[config.mk]
export PLATFORM = sky130hd
export DESIGN_NAME = hilo_muldiv_unit
export DESIGN_NICKNAME = d
export VERILOG_FILES = /design/src/rtl/muldiv_pkg.sv /design/src/rtl/muldiv_datapath.sv /design/src/rtl/hilo_muldiv_unit.sv
export SDC_FILE = /design/constraint.sdc
export NUM_CORES = 1
export LEC_CHECK = 0
export BUFFER_PORTS_ARGS = -buffer_cell sky130_fd_sc_hd__buf_2
export CORE_UTILIZATION = 30
export CTS_CLUSTER_DIAMETER = 30
export DETAILED_ROUTE_END_ITERATION = 16
export GPL_ROUTABILITY_DRIVEN = 0
export HOLD_SLACK_MARGIN = 0.02
export PLACE_DENSITY = 0.54
export SLEW_MARGIN = 0
export SYNTH_ARGS = -nofsm -noshare
export SYNTH_HDL_FRONTEND = slang
export SYNTH_SLANG_ARGS = --single-unit
[constraint.sdc]
create_clock -name Clk -period 9.5 [get_ports Clk]
set_input_delay 1.9 -clock Clk [delete_from_list [all_inputs] [get_ports Clk]]
set_output_delay 1.9 -clock Clk [all_outputs]
set_load 0.005 [all_outputs]
[src/rtl/muldiv_pkg.sv]
// Shared definitions for the HI/LO multiply/divide unit: widths, op codes, FSM states.
package muldiv_pkg;

  localparam int unsigned DATA_WIDTH = 32;
  localparam int unsigned CNT_W      = $clog2(DATA_WIDTH);

  localparam logic [2:0] OP_NONE  = 3'd0;
  localparam logic [2:0] OP_MULT  = 3'd1;
  localparam logic [2:0] OP_MULTU = 3'd2;
  localparam logic [2:0] OP_DIV   = 3'd3;
  localparam logic [2:0] OP_DIVU  = 3'd4;
  localparam logic [2:0] OP_MTHI  = 3'd5;
  localparam logic [2:0] OP_MTLO  = 3'd6;

  typedef enum logic [1:0] {
    IDLE = 2'd0,
    RUN  = 2'd1,
    FIX  = 2'd2
  } state_e;

  // Magnitude of a two's-complement value; passes raw bits through for unsigned ops.
  function automatic logic [DATA_WIDTH-1:0] abs_val(input logic [DATA_WIDTH-1:0] x,
                                                    input logic is_signed);
    return (is_signed && x[DATA_WIDTH-1]) ? -x : x;
  endfunction

endpackage

[src/rtl/muldiv_datapath.sv]
// 2W-bit accumulator/remainder shift register with one shift-add multiply or
// restoring-divide step per cycle, operating on unsigned magnitudes.
module muldiv_datapath #(
  parameter int unsigned W = 32
) (
  input  logic           i_clk,
  input  logic           i_rst,
  input  logic           i_load,
  input  logic           i_step,
  input  logic           i_is_div,
  input  logic [W-1:0]   i_a,
  input  logic [W-1:0]   i_b,
  output logic [2*W-1:0] o_acc
);

  logic [2*W-1:0] r_acc;
  logic [W-1:0]   r_b;
  logic [W:0]     w_sum;
  logic [W:0]     w_diff;
  logic           w_fits;
  logic [2*W-1:0] w_next;

  // Multiply: add into upper half then shift right. Divide: shift left, trial-subtract divisor.
  // A set top bit before the shift means the shifted remainder exceeds any W-bit divisor.
  always_comb begin
    w_sum  = {1'b0, r_acc[2*W-1:W]} + (r_acc[0] ? {1'b0, r_b} : '0);
    w_diff = {1'b0, r_acc[2*W-2:W-1]} - {1'b0, r_b};
    w_fits = r_acc[2*W-1] | ~w_diff[W];
    w_next = {w_sum, r_acc[W-1:1]};
    if (i_is_div) begin
      if (w_fits) w_next = {w_diff[W-1:0], r_acc[W-2:0], 1'b1};
      else        w_next = {r_acc[2*W-2:0], 1'b0};
    end
  end

  always_ff @(posedge i_clk or posedge i_rst) begin
    if (i_rst) begin
      r_acc <= '0;
      r_b   <= '0;
    end else if (i_load) begin
      r_acc <= {{W{1'b0}}, i_a};
      r_b   <= i_b;
    end else if (i_step) begin
      r_acc <= w_next;
    end
  end

  assign o_acc = r_acc;

endmodule

[src/rtl/hilo_muldiv_unit.sv]
// Iterative MULT/MULTU/DIV/DIVU/MTHI/MTLO unit owning the architectural HI/LO
// registers; stalls the pipeline while an operation is in flight.
module hilo_muldiv_unit
  import muldiv_pkg::*;
(
  input  logic                  Clk,
  input  logic                  Reset,
  input  logic                  Start,
  input  logic [2:0]            Op,
  input  logic [DATA_WIDTH-1:0] A,
  input  logic [DATA_WIDTH-1:0] B,
  input  logic                  ReadHiLo,
  output logic                  Busy,
  output logic                  Done,
  output logic                  DivByZero,
  output logic                  Stall,
  output logic [DATA_WIDTH-1:0] HI,
  output logic [DATA_WIDTH-1:0] LO
);

  localparam int unsigned W = DATA_WIDTH;

  state_e           r_state;
  logic [CNT_W-1:0] r_cnt;
  logic             r_is_div;
  logic             r_res_neg;
  logic             r_rem_neg;
  logic             r_b_zero;
  logic [W-1:0]     r_a_raw;
  logic [W-1:0]     r_hi;
  logic [W-1:0]     r_lo;
  logic             r_busy;
  logic             r_done;
  logic             r_dbz;

  logic             w_op_signed;
  logic             w_op_div;
  logic             w_op_arith;
  logic             w_load;
  logic             w_step;
  logic [W-1:0]     w_a_mag;
  logic [W-1:0]     w_b_mag;
  logic [2*W-1:0]   w_acc;
  logic [2*W-1:0]   w_prod;
  logic [W-1:0]     w_quo;
  logic [W-1:0]     w_rem;
  logic [W-1:0]     w_fix_hi;
  logic [W-1:0]     w_fix_lo;

  assign w_op_signed = (Op == OP_MULT) || (Op == OP_DIV);
  assign w_op_div    = (Op == OP_DIV)  || (Op == OP_DIVU);
  assign w_op_arith  = (Op == OP_MULT) || (Op == OP_MULTU) || w_op_div;
  assign w_load      = (r_state == IDLE) && Start && w_op_arith;
  assign w_step      = (r_state == RUN);
  assign w_a_mag     = abs_val(A, w_op_signed);
  assign w_b_mag     = abs_val(B, w_op_signed);

  muldiv_datapath #(.W(W)) u_datapath (
    .i_clk    (Clk),
    .i_rst    (Reset),
    .i_load   (w_load),
    .i_step   (w_step),
    .i_is_div (r_is_div),
    .i_a      (w_a_mag),
    .i_b      (w_b_mag),
    .o_acc    (w_acc)
  );

  // Sign fix-up of the unsigned result; divide by zero bypasses the datapath result.
  always_comb begin
    w_prod   = r_res_neg ? -w_acc : w_acc;
    w_quo    = r_res_neg ? -w_acc[W-1:0] : w_acc[W-1:0];
    w_rem    = r_rem_neg ? -w_acc[2*W-1:W] : w_acc[2*W-1:W];
    w_fix_hi = w_prod[2*W-1:W];
    w_fix_lo = w_prod[W-1:0];
    if (r_is_div) begin
      if (r_b_zero) begin
        w_fix_hi = r_a_raw;
        w_fix_lo = '1;
      end else begin
        w_fix_hi = w_rem;
        w_fix_lo = w_quo;
      end
    end
  end

  always_ff @(posedge Clk or posedge Reset) begin
    if (Reset) begin
      r_state   <= IDLE;
      r_cnt     <= '0;
      r_is_div  <= 1'b0;
      r_res_neg <= 1'b0;
      r_rem_neg <= 1'b0;
      r_b_zero  <= 1'b0;
      r_a_raw   <= '0;
      r_hi      <= '0;
      r_lo      <= '0;
      r_busy    <= 1'b0;
      r_done    <= 1'b0;
      r_dbz     <= 1'b0;
    end else begin
      r_done <= 1'b0;
      r_dbz  <= 1'b0;
      unique case (r_state)
        IDLE: begin
          if (Start) begin
            if (w_op_arith) begin
              r_state   <= RUN;
              r_busy    <= 1'b1;
              r_cnt     <= CNT_W'(W - 1);
              r_is_div  <= w_op_div;
              r_res_neg <= w_op_signed & (A[W-1] ^ B[W-1]);
              r_rem_neg <= w_op_signed & A[W-1];
              r_b_zero  <= w_op_div & (B == '0);
              r_a_raw   <= A;
            end else if (Op == OP_MTHI) begin
              r_hi <= A;
            end else if (Op == OP_MTLO) begin
              r_lo <= A;
            end
          end
        end
        RUN: begin
          if (r_cnt == '0) r_state <= FIX;
          else             r_cnt   <= r_cnt - CNT_W'(1);
        end
        FIX: begin
          r_hi    <= w_fix_hi;
          r_lo    <= w_fix_lo;
          r_done  <= 1'b1;
          r_dbz   <= r_b_zero;
          r_busy  <= 1'b0;
          r_state <= IDLE;
        end
        default: r_state <= IDLE;
      endcase
    end
  end

  assign Busy      = r_busy;
  assign Done      = r_done;
  assign DivByZero = r_dbz;
  assign HI        = r_hi;
  assign LO        = r_lo;
  assign Stall     = r_busy & (Start | ReadHiLo);

endmodule

==> results.txt <==
Status: completed
Finished Core Util: 36.61%
Root Buffer: clkbuf_16
Top cell type's share of synthesized area: 31.57%
Number of flops mapped to enable cells by yosys: 0
Post-synthesis async set-or-reset flop share: 100.0%
Hold Violations, Final: 0
Fillcell total: 5607
Residual DRC: 0
Worst Setup SP: u_datapath.o_acc[0]
Synth Area in XOR/XNOR: 8.956%
Post-synthesis adder-cell area fraction: 5.608%
Max Freq: 223.1 MHz
Leakage: 8.518 nW
Initial antenna violation count: 0
Met3 Track Usage GR: 3.905%
Congestion Overflow GR: 0
Initial Util: 30.35%
Setup repair bufs after CTS: 0
Post-synthesis cell type count: 80
Most numerous cell in the Yosys netlist: nand2_1
Startpoint of the worst hold path: LO[7]
Crit-path max cell delay: 0.77 ns
Worst R2R End: HI[26]
Final Cycle Share: 47.17%
Yosys Warn Count: 0
Worst skew pair latency: 0.60 ns
N_diodes: 0
Power per cell area: 423.4 mW/mm2
Max cap viols: 0
VDD IR-drop max: 0.2241 mV
Wire per inst: 19.53 um
Top Usage Layer GRT: met2
Layout cell share with drive strength beyond 1: 14.17%
Global-route wire length before repair: 89.04 mm
Core ar.: 0.05381 mm2
Tot Pwr: 8.342 mW
Total number of vias: 15907
Worst-Margin Slew: 1.178 ns
Mux share of post-synthesis cell area: 3.478%
Post-synthesis compound-gate area fraction: 25.81%
Port Buffers: 138
Hold Crit Class: register to register
Clock-pin slew on the worst setup and hold paths: 0.04 ns
Worst R2R Start: u_datapath.o_acc[0]
Hold Path Cell Cnt: 2
HPWL Detailed: 40.95 mm
Met1 Usage GRT: 27.30%
Slew HR: 21.31%
Synth Area in Simple Gates: 19.02%
RSZ-0062 raised after global routing: no
R2R setup slack: 5.02 ns
NumNets Final: 2299
Vias/cell: 5.489
Most used flip-flop cell after synthesis: dfrtp_1
Met2 GRT Util: 32.58%
Crit Path Class: register to register
Worst Hold Slack: 0.4699 ns
Post-synthesis instance area: 0.01633 mm2
Die outline width: 235.3 um
# hold bufs at CTS: 0
CP startpoint kind: register
Area grow syn2layout: 20.65%
CTS tree: yes
Detailed Route Iter0 Violations: 1406
Seq/Total Area, Yosys: 31.57%
Crit path max fanout: 31
Avg Inst Size Synth: 7.882 um2
TritonCTS Buffers: 69
Hold path endpoint: LO[7]
Final max-slew violation count: 0
Die height: 235.3 um
Worst Setup End Kind: register
Die area: 0.05537 mm2
Setup TNS Final: 0 ns
IO Count: 139
Most instantiated cells after synthesis: 316 x nand2_1, 250 x o21ai_0, 206 x dfrtp_1
Area leader, netlist: dfrtp_1
Num rows: 85
Post-Syn Instances: 2072
Cts repair resizes: 0
Slowest-stage cell, CP: inv_1
DRT Pass-1 Iters: 6
Worst EP required: 9.96 ns
Largest net degree at the start of global routing: 86
Sinks on Clock Net: 206
WP data arrival: 4.94 ns
Vias in the first global route: 15285
Max Clock Skew: 0.02517 ns
CTS H-tree depth: 3
Largest family of logic cells by synthesized area: compound AO/OA/AOI/OAI gates
Synthesized flop and latch total: 206
GRT Total Usage: 20.30%
Antenna-violating nets left: 0
Total Wirelength: 56.59 mm
Synth area leaders: dfrtp_1 32%, o21ai_0 7.7%, nand2_1 7.3%
CTS max path bufs: 3
R2r worst-path depth: 11
Syn nets: 2215
Post-layout min period: 4.482 ns
CP Cell Sequence: inv_1 -> ha_1 -> or3b_2 -> nor4_1 -> nand3_1 -> or2_2 -> or2_1 -> o21ai_1 -> xnor2_1 -> a222oi_1 -> o31ai_1
Setup violations, final: 0
[critical path: cells and delay by family, from the launching register on]
family / cells / cell delay [ns]
fa+ha+maj: 1 / 0.29
buf+inv: 1 / 0.77
compound gates: 3 / 0.59
simple gates: 5 / 2.15
xor+xnor: 1 / 0.08
flops: 1 / 0.45
[through the flow]
stage          cell area [um2]  setup slack, ns  cells
6_report                 19700            5.018   2898
5_1_grt                  19700            4.825   2898
4_1_cts                  19700            5.028   2898
3_5_place_dp             17450            4.739   2781
3_3_place_gp             17450            4.781   2781
2_1_floorplan            16330            1.976   2072
[final cells by class]
class | count | area [um2] | share of cell area, %
timing repair buffer | 158 | 840.8 | 4.267
sequential | 206 | 5159 | 26.18
clock inverter | 31 | 362.8 | 1.842
multi-input combinational | 1652 | 10310 | 52.33
inverter | 69 | 266.5 | 1.353
tap | 696 | 870.8 | 4.420
clock buffer | 86 | 1892 | 9.602
[per-layer routing]
layer / share of wire [%] / wire length, um / vias to the layer above
met5: 0 / 0 / -
met4: 2.8 / 1593 / 0
met3: 6.1 / 3451 / 104
met2: 46 / 25760 / 566
met1: 46 / 25780 / 7605
li1: - / - / 7632
[power by group]
part	switching [mW]	leakage [nW]	internal, mW
sequential	0.636	2.47	1.32
clock	0.667	1.10	1.51
combinational	2.44	4.96	1.77
[registers in the layout (all words and copies together), names as in the netlist, 2 cells and up]
signal            flops
r_state               2
u_datapath.o_acc     64
LO                   32
HI                   32
r_a_raw              32
u_datapath.r_b       32
r_cnt                 5
[logic make-up (layout without fill, tap and decap cells)]
| group | Yosys count | after routing |
|---|---|---|
| AO/OA/AOI/OAI | 682 | 682 |
| flip-flops | 206 | 206 |
| buffers and inverters | 214 | 344 |
| multiplexers | 56 | 56 |
| XOR/XNOR | 167 | 167 |
| AND/OR/NAND/NOR | 675 | 675 |
| adder cells (fa/ha/maj) | 72 | 72 |
[placed cells by master, fill, tap and decap left out, drive strengths merged, types with 11 or more instances in the layout]
cell and n:
nand2b 20, and2 19, o31ai 22, or3 28, a21oi 131, xnor2 113, nor4 15, nor2 131
buf 158, nand3 42, xor2 54, clkinv 21, and3 17, dfrtp 206, nand2 316, a211oi 18
a22oi 18, a31oi 31, or4 15, or2 13, nor3 20, o22ai 34, nor2b 13, clkbuf 86
a21o 31, o211ai 44, o221ai 12, inv 69, o21ai 254, ha 70, o21bai 11, mux2i 50
o41ai 12
[worst max path at each step]
stage / end / slack, ns / cells past startpoint
4_1_cts: HI[26] / 5.03 / 11
5_1_grt: HI[26] / 4.82 / 11
3_3_place_gp: u_datapath.r_b[28] / 4.78 / 10
6_report: HI[26] / 5.02 / 11
3_5_place_dp: u_datapath.r_b[28] / 4.74 / 10
2_1_floorplan: Busy / 1.98 / 1
(Power assumes the default switching activity.)
